$ cat src/rtl/alu_xb_pkg.sv
// Shared types and constants for the chunked incrementer/decrementer.
package alu_xb_pkg;

  localparam int unsigned DefWidth = 16;
  localparam int unsigned DefChunk = 4;

  typedef enum logic [1:0] {
    StIdle = 2'd0,
    StBusy = 2'd1,
    StDone = 2'd2
  } state_e;

  // Chunk index width, never below one bit so a single-chunk build still has a register.
  function automatic int unsigned idx_width(input int unsigned width, input int unsigned chunk);
    int unsigned n;
    n = (chunk == 0) ? 1 : width / chunk;
    return (n <= 1) ? 1 : $clog2(n);
  endfunction

  localparam int unsigned DefIdxWidth = idx_width(DefWidth, DefChunk);

endpackage

$ cat src/rtl/inc_chunk.sv
// Combinational CHUNK-bit add or subtract of a single carry/borrow bit.
module inc_chunk
  import alu_xb_pkg::*;
#(
  parameter int unsigned CHUNK = DefChunk
) (
  input  logic [CHUNK-1:0] chunk,
  input  logic             carry_in,
  input  logic             dec,
  output logic [CHUNK-1:0] result,
  output logic             carry_out
);

  logic [CHUNK:0] sum;

  // The extra top bit is the carry-out on add and the borrow-out on subtract.
  always_comb begin
    if (dec) begin
      sum = {1'b0, chunk} - {{CHUNK{1'b0}}, carry_in};
    end else begin
      sum = {1'b0, chunk} + {{CHUNK{1'b0}}, carry_in};
    end
  end

  assign result    = sum[CHUNK-1:0];
  assign carry_out = sum[CHUNK];

endmodule

$ cat src/rtl/incrementer_xb.sv
// Serial +/-1 unit processing CHUNK bits per clock with a valid/ready handshake on each side.
// Define INCREMENTER_XB_EARLY_DONE_EN to finish as soon as the carry/borrow dies out.
module incrementer_xb
  import alu_xb_pkg::*;
#(
  parameter int unsigned WIDTH = DefWidth,
  parameter int unsigned CHUNK = DefChunk
) (
  input  logic             clk,
  input  logic             rst,
  input  logic             in_valid,
  output logic             in_ready,
  input  logic [WIDTH-1:0] in_data,
  input  logic             in_dec,
  output logic             out_valid,
  input  logic             out_ready,
  output logic [WIDTH-1:0] out_data,
  output logic             out_carry
);

  localparam int unsigned NumChunks = (CHUNK == 0) ? 1 : WIDTH / CHUNK;
  localparam int unsigned IdxW      = idx_width(WIDTH, CHUNK);
  localparam logic [IdxW-1:0] LastIdx = IdxW'(NumChunks - 1);

  if (CHUNK < 1 || (WIDTH % CHUNK) != 0) begin : gen_param_check
    $error("incrementer_xb: WIDTH must be a non-zero multiple of CHUNK");
  end

  state_e            state_q, state_d;
  logic [WIDTH-1:0]  data_q, data_d;
  logic              dec_q, dec_d;
  logic              carry_q, carry_d;
  logic [IdxW-1:0]   idx_q, idx_d;

  logic [CHUNK-1:0]  chunk_cur;
  logic [CHUNK-1:0]  chunk_res;
  logic              chunk_carry;

  assign chunk_cur = data_q[idx_q*CHUNK +: CHUNK];

  inc_chunk #(
    .CHUNK (CHUNK)
  ) u_inc_chunk (
    .chunk     (chunk_cur),
    .carry_in  (carry_q),
    .dec       (dec_q),
    .result    (chunk_res),
    .carry_out (chunk_carry)
  );

  always_comb begin
    state_d = state_q;
    data_d  = data_q;
    dec_d   = dec_q;
    carry_d = carry_q;
    idx_d   = idx_q;
    unique case (state_q)
      StIdle: begin
        if (in_valid) begin
          data_d  = in_data;
          dec_d   = in_dec;
          carry_d = 1'b1;
          idx_d   = '0;
          state_d = StBusy;
        end
      end
      StBusy: begin
        data_d[idx_q*CHUNK +: CHUNK] = chunk_res;
        carry_d = chunk_carry;
        idx_d   = idx_q + 1'b1;
        if (idx_q == LastIdx) begin
          state_d = StDone;
        end
`ifdef INCREMENTER_XB_EARLY_DONE_EN
        // With no carry left the upper chunks are already final.
        if (!chunk_carry) begin
          state_d = StDone;
        end
`endif
      end
      StDone: begin
        if (out_ready) begin
          state_d = StIdle;
        end
      end
      default: state_d = StIdle;
    endcase
  end

  always_ff @(posedge clk or posedge rst) begin
    if (rst) begin
      state_q <= StIdle;
      data_q  <= '0;
      dec_q   <= 1'b0;
      carry_q <= 1'b0;
      idx_q   <= '0;
    end else begin
      state_q <= state_d;
      data_q  <= data_d;
      dec_q   <= dec_d;
      carry_q <= carry_d;
      idx_q   <= idx_d;
    end
  end

  assign in_ready  = (state_q == StIdle);
  assign out_valid = (state_q == StDone);
  assign out_data  = data_q;
  assign out_carry = out_valid & carry_q;

endmodule

$ cat config.mk
export PLATFORM = sky130hd
export DESIGN_NAME = incrementer_xb
export DESIGN_NICKNAME = d
export VERILOG_FILES = /design/src/rtl/alu_xb_pkg.sv /design/src/rtl/inc_chunk.sv /design/src/rtl/incrementer_xb.sv
export SDC_FILE = /design/constraint.sdc
export NUM_CORES = 1
export LEC_CHECK = 0
export ABC_CLOCK_PERIOD_IN_PS = 7400
export CAP_MARGIN = 20
export CORE_UTILIZATION = 30
export DETAILED_ROUTE_END_ITERATION = 6
export GPL_ROUTABILITY_DRIVEN = 0
export GPL_TIMING_DRIVEN = 0
export PLACE_DENSITY = 0.63
export SLEW_MARGIN = 20
export SYNTH_ARGS = -nofsm -noshare
export SYNTH_HDL_FRONTEND = slang
export SYNTH_SLANG_ARGS = --single-unit
$ cat constraint.sdc
create_clock -name clk -period 7.4 [get_ports clk]
set_input_delay 1.11 -clock clk [delete_from_list [all_inputs] [get_ports clk]]
set_output_delay 1.11 -clock clk [all_outputs]
set_load 0.05 [all_outputs]
# After elaboration in Yosys (flattened, before gate mapping)
# Index checks and enable logic that the tools add are counted.
[op_classes]
muxes = 12
bitwise = 1
n_shift = 3
n_reduce_logical = 5
add_sub_neg = 4
eq_ne = 6
[ops]
columns = ["op", "n"]
rows = [
  ["$neg 4->34", 1],
  ["$shift 4x34->16 const A", 1],
  ["$shiftx 4x34->16", 1],
  ["$pmux 16 s2", 1],
  ["$bwmux 16", 1],
  ["$mux 16", 1],
  ["$shiftx 16x5->4", 1],
  ["$mux 2", 4],
  ["$pmux 2 s3", 1],
  ["$add 4x1->5", 1],
  ["$mux 5", 1],
  ["$sub 4x1->5", 1],
  ["$eq 2x2->1 const B", 2],
  ["$ne 2x2->1 const B", 2],
  ["$pmux 2 s2", 1],
  ["$reduce_and 2->1", 2],
  ["$reduce_and 3->1", 1],
  ["$add 2x1->2 const B", 1],
  ["$eq 2x1->1 const B", 1],
  ["$logic_not 2->1", 1],
  ["$ne 2x1->1 const B", 1],
  ["$pmux 1 s2", 1],
  ["$reduce_bool 2->1", 1],
  ["$and 1x1->1", 1],
  ["$mux 1", 1],
]
[totals]
elab_cells = 36
in_bits = 21
out_inout_bits = 19
ff_bits = 22

# Longest topological paths before layout
[depth]
word_depth = 6
depth_mapped = 9
mapped_depth_nobuf = 8

# Modules after synthesis
# Synthesis repeated with hierarchy kept, for this count alone.
[hier_totals]
cells_unflattened = 127
area_unflattened_um2 = 1507.7
[modules_own_cells]
columns = ["module", "n_inst", "area_per_inst_um2", "seq_area_each_um2", "cells_per_inst"]
rows = [
  ["incrementer_xb", 1, 1363.8, 550.5, 110],
  ["inc_chunk", 1, 143.9, 0.0, 17],
]

# Least setup slack after synthesis
# Ideal clock, no wire load.
[synth_path]
path_kind = "flip-flop to output port"
startpoint = "reg state_q[1]"
endpoint = "out out_carry"
slack_ps = 4350
required_ps = 6290
n_path_buf = 1
arrival_time_ps = 1940
stages_incl_launch_ff = 4
path_cell_list = "dfrtp_1 > clkbuf_1 > nor2b_1 > and2_1"
[synth_via]
elab_chain_cells = 2
[synth_rtl]
columns = ["item", "line", "source"]
rows = [
  ["start: declaration", "incrementer_xb.sv:29", "state_e state_q, state_d;"],
  ["start signal: assignment", "incrementer_xb.sv:92", "state_q <= StIdle;"],
  ["start signal: assignment", "incrementer_xb.sv:98", "state_q <= state_d;"],
  ["$eq 2x2->1", "incrementer_xb.sv:107", "assign out_valid = (state_q == StDone);"],
  ["named net out_valid", "incrementer_xb.sv:15", "output logic out_valid,"],
  ["$and 1x1->1", "incrementer_xb.sv:109", "assign out_carry = out_valid & carry_q;"],
  ["end: declaration", "incrementer_xb.sv:18", "output logic out_carry"],
]
# The timed path passes the listed nets, and every way through them passes these cells.

# Final worst setup path
[layout_path]
startpoint = "reg state_q[1]"
endpoint = "out out_carry"
[layout_via]
elab_chain_cells = 2
[layout_rtl]
columns = ["item", "line"]
rows = [
  ["$eq 2x2->1", "incrementer_xb.sv:107"],
  ["$and 1x1->1", "incrementer_xb.sv:109"],
]
# No other way between the ends.

==> metrics.txt <==
# TYPE chip_impl_metric gauge
chip_impl_info{name="outcome",value="finished, final reports clean"} 1
chip_impl_metric{name="drt_first_iter_violations",unit=""} 55
chip_impl_info{name="cts_tree",value="built"} 1
chip_impl_metric{name="post_route_cells_drive_above_1_share",unit="%"} 7.81
chip_impl_metric{name="timing.setup.tns",unit="ps"} 0
chip_impl_metric{name="fillers",unit=""} 490
chip_impl_metric{name="layout.nets",unit=""} 222
chip_impl_metric{name="synth-xor-area-share",unit="%"} 1.54
chip_impl_metric{name="drt-vias-per-instance",unit=""} 5.22
chip_impl_metric{name="worstSkewPairLatency",unit="ps"} 270
chip_impl_metric{name="wl_per_cell",unit="um"} 16.2
chip_impl_metric{name="period_minus_slack",unit="ps"} 3340
chip_impl_info{name="postSynth.topFlopCell",value="dfrtp_1"} 1
chip_impl_metric{name="worst-slew-pin-transition",unit="ps"} 878
chip_impl_metric{name="clock_tree.buffer_depth",unit=""} 2
chip_impl_metric{name="synth-adder-area-share",unit="%"} 7.36
chip_impl_metric{name="timing.critical_path.arrival",unit="ps"} 2230
chip_impl_metric{name="horiz_die_dim",unit="um"} 71.8
chip_impl_metric{name="detailroute.via_count",unit=""} 1284
chip_impl_metric{name="maxSlewViolCount",unit=""} 0
chip_impl_metric{name="layout-area-overhead-vs-synth",unit="%"} 35.1
chip_impl_metric{name="ant_diodes",unit=""} 0
chip_impl_metric{name="routed_wirelength",unit="mm"} 3.98
chip_impl_metric{name="async_flop_share",unit="%"} 100
chip_impl_metric{name="route.antenna.remaining_nets",unit=""} 0
chip_impl_metric{name="timing.hold.worst_path_depth",unit=""} 1
chip_impl_info{name="path_class",value="register to output pin"} 1
chip_impl_metric{name="syn_nets",unit=""} 178
chip_impl_info{name="cts-root-buf",value="clkbuf_8"} 1
chip_impl_metric{name="timing.clock.skew",unit="ps"} 5.37
chip_impl_metric{name="critical_path.max_fanout",unit=""} 10
chip_impl_metric{name="synth_compound_gate_area_share",unit="%"} 21.3
chip_impl_metric{name="library_cells_used_by_synthesis",unit=""} 38
chip_impl_metric{name="tritoncts_num_sinks",unit=""} 22
chip_impl_metric{name="core_rows",unit=""} 25
chip_impl_metric{name="post_synth.cell_area_avg",unit="sq um"} 9.82
chip_impl_metric{name="holdWs",unit="ps"} 485
chip_impl_metric{name="synth_mux_area_share",unit="%"} 9.67
chip_impl_metric{name="synthCells",unit=""} 149
chip_impl_metric{name="slew_headroom",unit="%"} 41.4
chip_impl_metric{name="grt_remaining_overflow",unit=""} 0
chip_impl_metric{name="initial_core_utilization",unit="%"} 31.2
chip_impl_metric{name="worst-r2r-cell-count",unit=""} 9
chip_impl_metric{name="finalCritPeriodShare",unit="%"} 45.1
chip_impl_metric{name="maxCapViolations",unit=""} 0
chip_impl_metric{name="postLayoutCoreUtil",unit="%"} 42.1
chip_impl_info{name="grt_setup_unrepaired",value="false"} 1
chip_impl_info{name="startpoint_type",value="register"} 1
chip_impl_metric{name="cts_buffers",unit=""} 3
chip_impl_info{name="worst_setup_path_end_kind",value="output pin"} 1
chip_impl_metric{name="synth-edff-count",unit=""} 0
chip_impl_metric{name="firstDrtPassIters",unit=""} 4
chip_impl_metric{name="pin_count",unit=""} 40
chip_impl_metric{name="cts_repair_resize_count",unit=""} 0
chip_impl_metric{name="clk_transition_reported_paths",unit="ps"} 90
chip_impl_metric{name="grt_overall_usage",unit="%"} 16.6
chip_impl_metric{name="hold_buffers",unit=""} 0
chip_impl_metric{name="postSynthRegisterBits",unit=""} 22
chip_impl_metric{name="initial_antenna_violation_count",unit=""} 0
chip_impl_metric{name="combined_area_of_all_synthesized_cells",unit="sq um"} 1460
chip_impl_metric{name="final_hold_viol_count",unit=""} 0
chip_impl_metric{name="synth-simple-area-share",unit="%"} 18.5
chip_impl_metric{name="hpwl",unit="mm"} 2.85
chip_impl_metric{name="critical_path_required",unit="ps"} 6290
chip_impl_metric{name="grt_pass1_vias",unit=""} 1249
chip_impl_info{name="holdCritPathClass",value="register to register"} 1
chip_impl_metric{name="clock.fmax",unit="MHz"} 300
chip_impl_metric{name="die_area",unit="sq um"} 5160
chip_impl_metric{name="grt_start_max_net_pins",unit=""} 23
chip_impl_metric{name="ys_seq_area_share",unit="%"} 37.6
chip_impl_metric{name="level_count_of_the_clock_h_tree",unit=""} 1
chip_impl_metric{name="post-route-drc-count",unit=""} 0
chip_impl_metric{name="global_route_wire_length_before_repair",unit="mm"} 6.38
chip_impl_metric{name="floorplan.core_area",unit="sq um"} 4690
chip_impl_metric{name="die-height",unit="um"} 71.8
chip_impl_metric{name="port_buffers",unit=""} 39
chip_impl_metric{name="yosys_warnings",unit=""} 0
chip_impl_metric{name="cts_setup_buffers",unit=""} 0
chip_impl_metric{name="setup_viol",unit=""} 0
chip_impl_info{name="synth_top_family_by_area",value="compound AO/OA/AOI/OAI gates"} 1
-- cell usage after synthesis (all sizes together) (2+ instances only) --
cell type / n / area, sq um
or4: 2 / 15.0
buf: 3 / 17.5
ha: 7 / 87.6
a2bb2oi: 8 / 70.1
a22o: 2 / 17.5
o21a: 3 / 22.5
nand3: 5 / 25.0
a22oi: 2 / 15.0
nor4: 2 / 12.5
dfrtp: 22 / 551
clkbuf: 4 / 15.0
inv: 7 / 26.3
mux2i: 4 / 40.0
a21oi: 16 / 80.1
nor2: 12 / 45.0
nor2b: 3 / 18.8
and2: 5 / 31.3
and3: 2 / 12.5
nand2b: 6 / 37.5
mux4: 4 / 90.1
o21ai: 5 / 25.0
o211ai: 2 / 15.0
nand2: 10 / 37.5
-- cell usage in the layout, fill, tap and decap left out --
master and instances:
and3_1 2, nand2b_1 6, mux2_1 1, o221ai_2 1
xnor3_1 1, nor2_1 12, nor2b_1 3, nand2_1 10
or3_1 1, a21oi_1 16, o21ai_0 1, a2bb2oi_1 8
clkdlybuf4s50_1 39, o21ai_1 4, ha_1 7, buf_4 1
o311ai_2 1, mux2i_1 4, fa_1 1, nor4_1 2
a22o_1 2, nand3_1 5, o21bai_1 1, buf_2 2
mux4_2 4, clkbuf_8 4, o211ai_1 2, o21a_1 3
nand3b_1 1, and4bb_1 1, or3b_2 1, inv_1 7
and2_1 5, or4_1 2, clkbuf_1 4, a22oi_1 2
dfrtp_1 22, a31oi_1 1, o32ai_1 1, o31ai_2 1
-- flip-flops by register name (all words and copies together) (netlist names) --
| name | cells |
|---|---|
| carry_q | 1 |
| dec_q | 1 |
| idx_q | 2 |
| out_data | 16 |
| state_q | 2 |
-- worst paths after layout --
check | to | startpoint | slack [ps]
min reg2reg | carry_q | dec_q | 490
max in group asynchronous | carry_q | rst | 5540
min in group asynchronous | out_data[10] | rst | 1310
max reg2reg | out_data[10] | idx_q[0] | 4530
max | out_carry | state_q[1] | 4060
min | carry_q | dec_q | 490
-- through the flow --
step                      setup slack [ps]  cells  area [sq um]
after floorplan                       4350    149          1460
after global placement                4340    242          1920
after detailed placement              4350    242          1920
after CTS                             4050    246          1980
after global routing                  3930    246          1980
final                                 4060    246          1980
-- metal layers --
layer / GRT usage (%) / up-vias / share of wire [%]
met4: 7.84 / 0 / 2.7
li1: - / 632 / -
met3: 3.23 / 9 / 5.4
met2: 25.4 / 35 / 45
met1: 22.8 / 608 / 47
met5: 0 / - / 0
-- worst max-delay path: stages (launching register included) --
cell             delay, ps
dfrtp_1                380
clkbuf_1               320
nor2b_1                300
and2_1                 160
clkdlybuf4s50_1        790
-- cell type report --
cell class                      instances  area (sq um)  area share (%)
Inverter                                7          26.3            1.33
Buffer                                  7          32.5            1.65
Timing Repair Buffer                   39           390            19.8
Multi-Input combinational cell        113           853            43.2
Clock buffer                            4          55.1            2.79
Sequential cell                        22           551            27.9
Tap cell                               54          67.6            3.42
-- cells by family after synthesis --
| kind of cell | count (synthesis) |
|---|---|
| mux | 9 |
| flops | 22 |
| compound gates | 44 |
| buf+inv | 14 |
| simple gates | 51 |
| fa+ha+maj | 8 |
| xor+xnor | 1 |
Power is left out: the tool's default activity adds up to more than one toggle a clock period on the data nets, which glitch-free logic cannot reach.
